==> src/rtl/alu_bist_driver.sv <==
// Exhaustive self-test driver for the 4-bit ALU: sweeps every {op_code, A, B} vector and checks C against a reference model.
// Optional first-failure capture outputs are enabled by defining ALU_BIST_FAIL_LOG_EN.
module alu_bist_driver #(
    parameter int DATA_W  = 4,
    parameter int RES_W   = 6,
    parameter int LATENCY = 1,
    parameter int CNT_W   = 11
) (
    input  logic              clk,
    input  logic              rst,
    input  logic              start,
    output logic [DATA_W-1:0] A,
    output logic [DATA_W-1:0] B,
    output logic [1:0]        op_code,
    input  logic [RES_W-1:0]  C,
    output logic              busy,
    output logic              done,
    output logic [CNT_W-1:0]  pass_count,
    output logic [CNT_W-1:0]  fail_count
`ifdef ALU_BIST_FAIL_LOG_EN
    ,
    output logic                first_fail_valid,
    output logic [2*DATA_W+1:0] first_fail_vec,
    output logic [RES_W-1:0]    first_fail_c
`endif
);

    localparam int VEC_W = 2 * DATA_W + 2;
    localparam logic [VEC_W-1:0] VEC_LAST  = {VEC_W{1'b1}};
    localparam logic [VEC_W-1:0] VEC_ONE   = VEC_W'(1);
    localparam logic [CNT_W-1:0] CNT_ONE   = CNT_W'(1);
    localparam logic [3:0]       WAIT_LOAD = 4'(LATENCY - 1);

    typedef enum logic [2:0] {
        ST_IDLE  = 3'd0,
        ST_DRIVE = 3'd1,
        ST_WAIT  = 3'd2,
        ST_CHECK = 3'd3,
        ST_DONE  = 3'd4
    } state_t;

    state_t             state_r;
    logic [VEC_W-1:0]   vec_r;
    logic [3:0]         wait_r;
    logic               busy_r;
    logic               done_r;
    logic [CNT_W-1:0]   pass_count_r;
    logic [CNT_W-1:0]   fail_count_r;
    logic [RES_W-1:0]   expected_s;
    logic               match_s;
`ifdef ALU_BIST_FAIL_LOG_EN
    logic               first_fail_valid_r;
    logic [VEC_W-1:0]   first_fail_vec_r;
    logic [RES_W-1:0]   first_fail_c_r;
`endif

    // Subtraction wraps naturally in RES_W bits, giving the two's complement result.
    function automatic logic [RES_W-1:0] ref_result(
        input logic [1:0]        op,
        input logic [DATA_W-1:0] a,
        input logic [DATA_W-1:0] b
    );
        logic [RES_W-1:0] a_ext;
        logic [RES_W-1:0] b_ext;
        a_ext = {{(RES_W-DATA_W){1'b0}}, a};
        b_ext = {{(RES_W-DATA_W){1'b0}}, b};
        case (op)
            2'b00:   ref_result = a_ext + b_ext;
            2'b01:   ref_result = a_ext - b_ext;
            2'b10:   ref_result = a_ext & b_ext;
            2'b11:   ref_result = a_ext | b_ext;
            default: ref_result = {RES_W{1'b0}};
        endcase
    endfunction

    // Expected result for the vector currently on the operand bus; X/Z on C never matches.
    always_comb begin
        expected_s = ref_result(vec_r[VEC_W-1:2*DATA_W], vec_r[2*DATA_W-1:DATA_W], vec_r[DATA_W-1:0]);
        match_s    = (C === expected_s);
    end

    // Sweep sequencer: operands come straight from the vector register, so they change on the edge entering DRIVE.
    always_ff @(posedge clk or posedge rst) begin
        if (rst) begin
            state_r      <= ST_IDLE;
            vec_r        <= {VEC_W{1'b0}};
            wait_r       <= 4'd0;
            busy_r       <= 1'b0;
            done_r       <= 1'b0;
            pass_count_r <= {CNT_W{1'b0}};
            fail_count_r <= {CNT_W{1'b0}};
`ifdef ALU_BIST_FAIL_LOG_EN
            first_fail_valid_r <= 1'b0;
            first_fail_vec_r   <= {VEC_W{1'b0}};
            first_fail_c_r     <= {RES_W{1'b0}};
`endif
        end else begin
            case (state_r)
                ST_IDLE, ST_DONE: begin
                    if (start) begin
                        state_r      <= ST_DRIVE;
                        vec_r        <= {VEC_W{1'b0}};
                        busy_r       <= 1'b1;
                        done_r       <= 1'b0;
                        pass_count_r <= {CNT_W{1'b0}};
                        fail_count_r <= {CNT_W{1'b0}};
`ifdef ALU_BIST_FAIL_LOG_EN
                        first_fail_valid_r <= 1'b0;
                        first_fail_vec_r   <= {VEC_W{1'b0}};
                        first_fail_c_r     <= {RES_W{1'b0}};
`endif
                    end
                end
                ST_DRIVE: begin
                    wait_r  <= WAIT_LOAD;
                    state_r <= (LATENCY == 1) ? ST_CHECK : ST_WAIT;
                end
                ST_WAIT: begin
                    if (wait_r <= 4'd1) begin
                        wait_r  <= 4'd0;
                        state_r <= ST_CHECK;
                    end else begin
                        wait_r <= wait_r - 4'd1;
                    end
                end
                ST_CHECK: begin
                    if (match_s) begin
                        pass_count_r <= pass_count_r + CNT_ONE;
                    end else begin
                        fail_count_r <= fail_count_r + CNT_ONE;
`ifdef ALU_BIST_FAIL_LOG_EN
                        if (!first_fail_valid_r) begin
                            first_fail_valid_r <= 1'b1;
                            first_fail_vec_r   <= vec_r;
                            first_fail_c_r     <= C;
                        end
`endif
                    end
                    if (vec_r == VEC_LAST) begin
                        state_r <= ST_DONE;
                        busy_r  <= 1'b0;
                        done_r  <= 1'b1;
                    end else begin
                        vec_r   <= vec_r + VEC_ONE;
                        state_r <= ST_DRIVE;
                    end
                end
                default: begin
                    state_r <= ST_IDLE;
                    busy_r  <= 1'b0;
                    done_r  <= 1'b0;
                end
            endcase
        end
    end

    assign op_code    = vec_r[VEC_W-1:2*DATA_W];
    assign A          = vec_r[2*DATA_W-1:DATA_W];
    assign B          = vec_r[DATA_W-1:0];
    assign busy       = busy_r;
    assign done       = done_r;
    assign pass_count = pass_count_r;
    assign fail_count = fail_count_r;
`ifdef ALU_BIST_FAIL_LOG_EN
    assign first_fail_valid = first_fail_valid_r;
    assign first_fail_vec   = first_fail_vec_r;
    assign first_fail_c     = first_fail_c_r;
`endif

endmodule

==> config.mk <==
export PLATFORM = sky130hd
export DESIGN_NAME = alu_bist_driver
export DESIGN_NICKNAME = d
export VERILOG_FILES = /design/src/rtl/alu_bist_driver.sv
export SDC_FILE = /design/constraint.sdc
export NUM_CORES = 1
export LEC_CHECK = 0
export CORE_MARGIN = 2
export CORE_UTILIZATION = 55
export DETAILED_ROUTE_END_ITERATION = 10
export GPL_ROUTABILITY_DRIVEN = 0
export PLACE_DENSITY = 0.9
export RECOVER_POWER = 25
export SYNTH_ARGS = -nofsm -noshare
export SYNTH_HDL_FRONTEND = slang
export SYNTH_SLANG_ARGS = --single-unit
==> constraint.sdc <==
create_clock -name clk -period 8 [get_ports clk]
set_clock_uncertainty 0.15 [all_clocks]
set_input_delay 0.8 -clock clk [delete_from_list [all_inputs] [get_ports clk]]
set_output_delay 0.8 -clock clk [all_outputs]
set_load 0.01 [all_outputs]
==> results of run 1 <==
## cell type report
class                           instances  area share (%)
Multi-Input combinational cell        234            47.5
Inverter                               21            2.36
Clock buffer                            5            2.06
Sequential cell                        41            30.7
Tap cell                               67            2.51
Timing Repair Buffer                   44            12.9
Clock inverter                          3            1.95
## power groups by stage
| stage | logic (mW) | clock network [mW] | registers (mW) |
|---|---|---|---|
| after floorplan | 0.306 | 0 | 0.330 |
| after global placement | 0.468 | 0 | 0.325 |
| after detailed placement | 0.489 | 0 | 0.328 |
| after CTS | 0.491 | 0.203 | 0.325 |
| after global routing | 0.542 | 0.210 | 0.335 |
| final | 0.491 | 0.201 | 0.326 |
## flip-flops by register name, indices dropped and copies added, names as in the netlist
signal      flops
pass_count     11
vec_r          10
fail_count     11
done            1
busy            1
state_r         3
wait_r          4
## worst max-delay path, stage by stage (launching register included)
cell and delay, ps:
dfrtp_1 430, inv_1 150, ha_1 180, inv_1 50
fa_1 480, inv_1 30, mux4_1 490, xnor2_1 180
nor4_4 760, nand3_2 380, o21ai_0 600, a22o_1 280
## per-stage QoR
stage                     hold WS, ps  std cells  setup WS [ps]
after floorplan                   312        308           4910
after global placement            328        407           4010
after detailed placement          336        407           3830
after CTS                         356        415           3820
after global routing              381        415           3580
final                             350        415           3780
## cells in the final DEF, fill, tap and decap left out, drive strengths merged, types with 9 or more instances in the layout
cell           synthesis  layout
nand3                 12      12
nand2b                 9       9
nor2                  32      32
o21ai                 30      30
inv                   21      21
nand2                 19      19
dfrtp                 41      41
a21oi                 15      15
ha                    17      17
clkdlybuf4s50          0      41
o2bb2ai                9       9
xnor2                 11      11
## worst max path at each step
| stage | start | end | slack [ps] | cells past startpoint |
|---|---|---|---|---|
| finish | vec_r[4]$_DFFE_PP0P_ | fail_count[0]$_DFFE_PP0P_ | 3780 | 11 |
| global placement | vec_r[4]$_DFFE_PP0P_ | fail_count[0]$_DFFE_PP0P_ | 4010 | 11 |
| global route | vec_r[4]$_DFFE_PP0P_ | fail_count[0]$_DFFE_PP0P_ | 3580 | 11 |
| floorplan | vec_r[4]$_DFFE_PP0P_ | fail_count[3]$_DFFE_PP0P_ | 4910 | 12 |
| CTS | vec_r[4]$_DFFE_PP0P_ | fail_count[0]$_DFFE_PP0P_ | 3820 | 11 |
| detailed placement | vec_r[4]$_DFFE_PP0P_ | fail_count[0]$_DFFE_PP0P_ | 3830 | 11 |
## layer usage
metal	vias up	global-route usage, %	wire length [µm]
met5	-	0	0
met1	1205	34.0	2920
met3	12	4.42	296
met2	92	40.3	3250
li1	1186	-	-
met4	0	9.72	94
## logic make-up after synthesis
logic type	count (synthesis)
multiplexers	4
XOR/XNOR	14
AO/OA/AOI/OAI	83
adder cells (fa/ha/maj)	19
AND/OR/NAND/NOR	114
flip-flops	41
buffers and inverters	33
==> results.sh, run 1 <==
export IMPL_p_per_area_nw_per_um2=305
export IMPL_drv_cap=1
export IMPL_dp_hpwl_mm=4.56
export IMPL_finalCritPeriodShare_pct=52.7
export IMPL_hold_path_depth=1
export IMPL_internal_power_mw=0.607
export IMPL_ios=43
export IMPL_cts_resized=0
export IMPL_criticalPathCategory="reg -> reg"
export IMPL_synthCells=308
export IMPL_nNetsFinal=375
export IMPL_post_drt_wl_per_cell_um=15.8
export IMPL_vias=2495
export IMPL_synth_area_per_cell_um2=8.99
export IMPL_synth_simple_area_share_pct=21.5
export IMPL_slew_headroom_pct=-46.8
export IMPL_dieArea_um2=5620
export IMPL_grt_max_degree=42
export IMPL_drtPass1Iterations=4
export IMPL_cts_tree="yes"
export IMPL_yosysSeqAreaShare_pct=37.1
export IMPL_multiInputGateArea_um2=1590
export IMPL_drv_slew=42
export IMPL_root_buffer="clkbuf_8"
export IMPL_yosys_area_share_adder_pct=9.13
export IMPL_reg2reg_depth=11
export IMPL_grt_pass1_wl_mm=10.9
export IMPL_p_sw_share_pct=40.4
export IMPL_vias_per_cell=6.01
export IMPL_failed_checks="max-capacitance violations, max-slew violations"
export IMPL_synth_mux_area_share_pct=2.03
export IMPL_min_from="pass_count[10]$_DFFE_PP0P_"
export IMPL_fp_coreArea_um2=4790
export IMPL_drc=0
export IMPL_clk_insertion_delay_late_ps=310
export IMPL_synth_top_family_by_area="simple AND/OR/NAND/NOR gates"
export IMPL_die_y_um=75.0
export IMPL_ys_types=49
export IMPL_synth_xor_area_share_pct=4.43
export IMPL_cts_made_buffers=5
export IMPL_antenna_found_initial=0
export IMPL_placed_cell_area_um2=3210
export IMPL_yosysMostFrequentCell="dfrtp_1"
export IMPL_synth_compound_area_share_pct=20.2
export IMPL_fillCellCount=362
export IMPL_synth_top_area_share_pct=37.1
export IMPL_rr_startpoint="vec_r[4]$_DFFE_PP0P_"
export IMPL_max_freq_mhz=237
export IMPL_cts_sinks=41
export IMPL_p_switching_mw=0.411
export IMPL_cts_path_max_buffers=2
export IMPL_fp_row_count=25
export IMPL_rsz0062_at_grt="no"
export IMPL_yosys_top_cells_count="41 x dfrtp_1, 32 x nor2_1, 29 x o21ai_0"
export IMPL_cts_htree_levels=2
export IMPL_total_power_mw=1.02
export IMPL_port_buffers=42
export IMPL_pwr_share_clk_pct=19.7
export IMPL_hold_path_class="reg -> reg"
export IMPL_period_needed_ps=4220
export IMPL_ys_ff_latch=41
export IMPL_post_cts_setup_buffers=0
export IMPL_outcome="complete, but fails checks"
export IMPL_die_w_um=75.0
export IMPL_ir_drop_mv=0.205
export IMPL_async_flop_share_pct=100
export IMPL_tightest_slew_ps=2200
export IMPL_leakagePower_nw=1.39
export IMPL_wirelength_mm=6.57
export IMPL_timing_rr_end="fail_count[0]$_DFFE_PP0P_"
export IMPL_start_kind="flip-flop"
export IMPL_grt_usage_pct=25.0
export IMPL_synth_fp_nets=336
export IMPL_fin_area_um2=3340
export IMPL_netlist_area_um2=2770
export IMPL_drt_iter0_markers=237
export IMPL_postCtsHoldBufs=0
export IMPL_r2r_slack_ps=3780
export IMPL_seqCellArea_um2=1030
export IMPL_tns_ps=0
export IMPL_p_comb_share_pct=48.3
export IMPL_min_to="pass_count[10]$_DFFE_PP0P_"
export IMPL_final_util_pct=69.8
export IMPL_hold_viol_final=0
export IMPL_clk_pin_slew_ps=90
export IMPL_areaGrowthSynthToFinish_pct=20.6
export IMPL_yosys_warnings=0
export IMPL_synth_top_area_cell="dfrtp_1"
export IMPL_p_seq_share_pct=32.0
export IMPL_cp_max_fo=14
export IMPL_grt_ovfl_total=0
export IMPL_antennaDiodeCount=0
export IMPL_critPathCaptureType="flip-flop"
export IMPL_setup_viol=0
export IMPL_antenna_left=0
export IMPL_critPathRequiredTime_ps=8100
export IMPL_layout_drive_gt1_share_pct=5.75
export IMPL_synth_area_leaders="dfrtp_1 37%, ha_1 7.7%, o21ai_0 5.2%"
export IMPL_initial_utilization_pct=57.9
export IMPL_synth_main_ff_cell="dfrtp_1"
export IMPL_arrival_ps=4320
export IMPL_synth_edf_count=0
export IMPL_grt_pass1_vias=2408
Power figures use the tool's default switching activity.
==> run 2, diff against run 1 <==
--- a/config.mk
+++ b/config.mk
@@ -6,10 +6,10 @@
 export NUM_CORES = 1
 export LEC_CHECK = 0
 export CORE_MARGIN = 2
-export CORE_UTILIZATION = 55
+export CORE_UTILIZATION = 49
 export DETAILED_ROUTE_END_ITERATION = 10
 export GPL_ROUTABILITY_DRIVEN = 0
-export PLACE_DENSITY = 0.9
+export PLACE_DENSITY = 0.86
 export RECOVER_POWER = 25
 export SYNTH_ARGS = -nofsm -noshare
 export SYNTH_HDL_FRONTEND = slang
==> constraint.sdc (replaced) <==
create_clock -name clk -period 3.6 [get_ports clk]
set_clock_uncertainty 0.15 [all_clocks]
set_input_delay 0.36 -clock clk [delete_from_list [all_inputs] [get_ports clk]]
set_output_delay 0.36 -clock clk [all_outputs]
set_load 0.01 [all_outputs]
==> run 2 against run 1 <==
The flow still finishes with violations (max-capacitance violations, max-slew violations). Power up 120%. Design area is 0.19% higher. Register-to-register slack got worse by 3600 ps. Sequential cell count is the same. Critical path depth increased by 1. Critical path type unchanged. Largest cell class unchanged. Highest routed layer unchanged.
==> results.sh, run 2 (synthesized netlist as in run 1, its figures left out) <==
export IMPL_cts_path_max_buffers=2
export IMPL_max_freq_mhz=293
export IMPL_initial_utilization_pct=50.6
export IMPL_wl_met2_mm=3.09
export IMPL_cts_made_buffers=5
export IMPL_postCtsHoldBufs=0
export IMPL_hold_path_class="reg -> reg"
export IMPL_antenna_found_initial=0
export IMPL_fp_row_count=27
export IMPL_cts_sinks=41
export IMPL_dp_hpwl_mm=4.59
export IMPL_criticalPathCategory="reg -> reg"
export IMPL_cp_max_fo=12
export IMPL_layout_setup_ws_ps=189
export IMPL_met1_length_mm=2.96
export IMPL_grt_max_degree=42
export IMPL_drtPass1Iterations=4
export IMPL_final_cell_mix="41 x dfrtp_1, 41 x clkdlybuf4s50_1, 32 x nor2_1"
export IMPL_antennaDiodeCount=0
export IMPL_clk_pin_slew_ps=80
export IMPL_leakagePower_nw=1.40
export IMPL_wirelength_mm=6.44
export IMPL_hold_slack_ps=339
export IMPL_antenna_left=0
export IMPL_ir_drop_mv=0.291
export IMPL_arrival_ps=3480
export IMPL_drv_slew=42
export IMPL_dieArea_um2=6270
export IMPL_ios=43
export IMPL_layout_drive_gt1_share_pct=6.55
export IMPL_vias_per_cell=5.75
export IMPL_areaGrowthSynthToFinish_pct=20.8
export IMPL_outcome="complete, but fails checks"
export IMPL_wl_met3_um=305
export IMPL_drc=0
export IMPL_rsz0062_at_grt="no"
export IMPL_grt_usage_pct=21.7
export IMPL_start_kind="flip-flop"
export IMPL_fillCellCount=470
export IMPL_clk_insertion_delay_late_ps=300
export IMPL_failed_checks="max-capacitance violations, max-slew violations"
export IMPL_critPathRequiredTime_ps=3670
export IMPL_grt_pass1_wl_mm=10.7
export IMPL_grt_ovfl_total=0
export IMPL_hold_viol_final=0
export IMPL_post_cts_setup_buffers=0
export IMPL_tns_ps=0
export IMPL_cts_htree_levels=2
export IMPL_grt_pass1_vias=2332
export IMPL_root_buffer="clkbuf_8"
export IMPL_port_buffers=42
export IMPL_slew_headroom_pct=-45.1
export IMPL_dp_cells=416
export IMPL_p_per_area_nw_per_um2=661
export IMPL_critPathCaptureType="flip-flop"
export IMPL_cts_resized=0
export IMPL_die_w_um=79.2
export IMPL_top_layer_used="met4"
export IMPL_total_power_mw=2.21
export IMPL_period_needed_ps=3410
export IMPL_die_y_um=79.2
export IMPL_post_drt_wl_per_cell_um=15.2
export IMPL_setup_viol=0
export IMPL_drv_cap=1
export IMPL_finalCritPeriodShare_pct=94.7
export IMPL_vias=2432
export IMPL_finalNonFillerCells=423
export IMPL_pre_cts_slack_ps=216
export IMPL_tightest_slew_ps=2180
export IMPL_drt_iter0_markers=181
export IMPL_nNetsFinal=379
export IMPL_cts_tree="yes"
export IMPL_fp_coreArea_um2=5470
## run 2: changes by cell type in the layout (fill, tap and decap cells not counted)
cell / before / now
buf_4: 1 / 5
bufinv_16: 2 / 1
## run 2: metrics by stage
step | instance area, µm² | utilization (%)
floorplan | 2770 | -
global placement | 3250 | 59.3
detailed placement | 3250 | 59.3
CTS | 3350 | 61.2
global route | 3350 | 61.1
finish | 3350 | 61.1
## run 2: worst paths after layout
| kind | from | cells after the start | slack, ps | endpoint |
|---|---|---|---|---|
| max in group asynchronous | rst | 3 | 920 | pass_count[2]$_DFFE_PP0P_ |
| min in group asynchronous | rst | 3 | 1140 | pass_count[10]$_DFFE_PP0P_ |
| setup reg to reg | vec_r[4]$_DFFE_PP0P_ | 12 | 190 | fail_count[7]$_DFFE_PP0P_ |
| setup / recovery | vec_r[4]$_DFFE_PP0P_ | 12 | 190 | fail_count[7]$_DFFE_PP0P_ |
| hold reg to reg | pass_count[10]$_DFFE_PP0P_ | 1 | 340 | pass_count[10]$_DFFE_PP0P_ |
| hold / removal | pass_count[10]$_DFFE_PP0P_ | 1 | 340 | pass_count[10]$_DFFE_PP0P_ |
## run 2: routing by layer
layer	vias to the layer above	GRT usage, %
met4	0	8.62
met5	-	0
li1	1188	-
met3	10	4.20
met2	67	35.4
met1	1167	28.4
## run 2: final cells by class
class | instances | area [µm²] | share of cell area [%]
Clock buffer | 5 | 68.8 | 2.06
Clock inverter | 2 | 35.0 | 1.05
Inverter | 21 | 78.8 | 2.36
Multi-Input combinational cell | 234 | 1590 | 47.4
Sequential cell | 41 | 1030 | 30.7
Tap cell | 72 | 90.1 | 2.69
Timing Repair Buffer | 48 | 462 | 13.8
## run 2: critical path, stage by stage, from the launching register on
cell and delay (ps):
dfrtp_1 430, inv_1 150, ha_1 180, inv_1 60
fa_1 480, inv_1 30, mux4_1 490, xnor2_1 180
nor4_4 390, nand3_2 300, o21ai_0 160, buf_4 210
o2bb2ai_1 130
## run 2: power by group
group	leakage, nW	internal (mW)	switching, mW
clock	0.0540	0.202	0.164
combinational	0.804	0.537	0.583
sequential	0.541	0.561	0.164
total	1.40	1.30	0.912
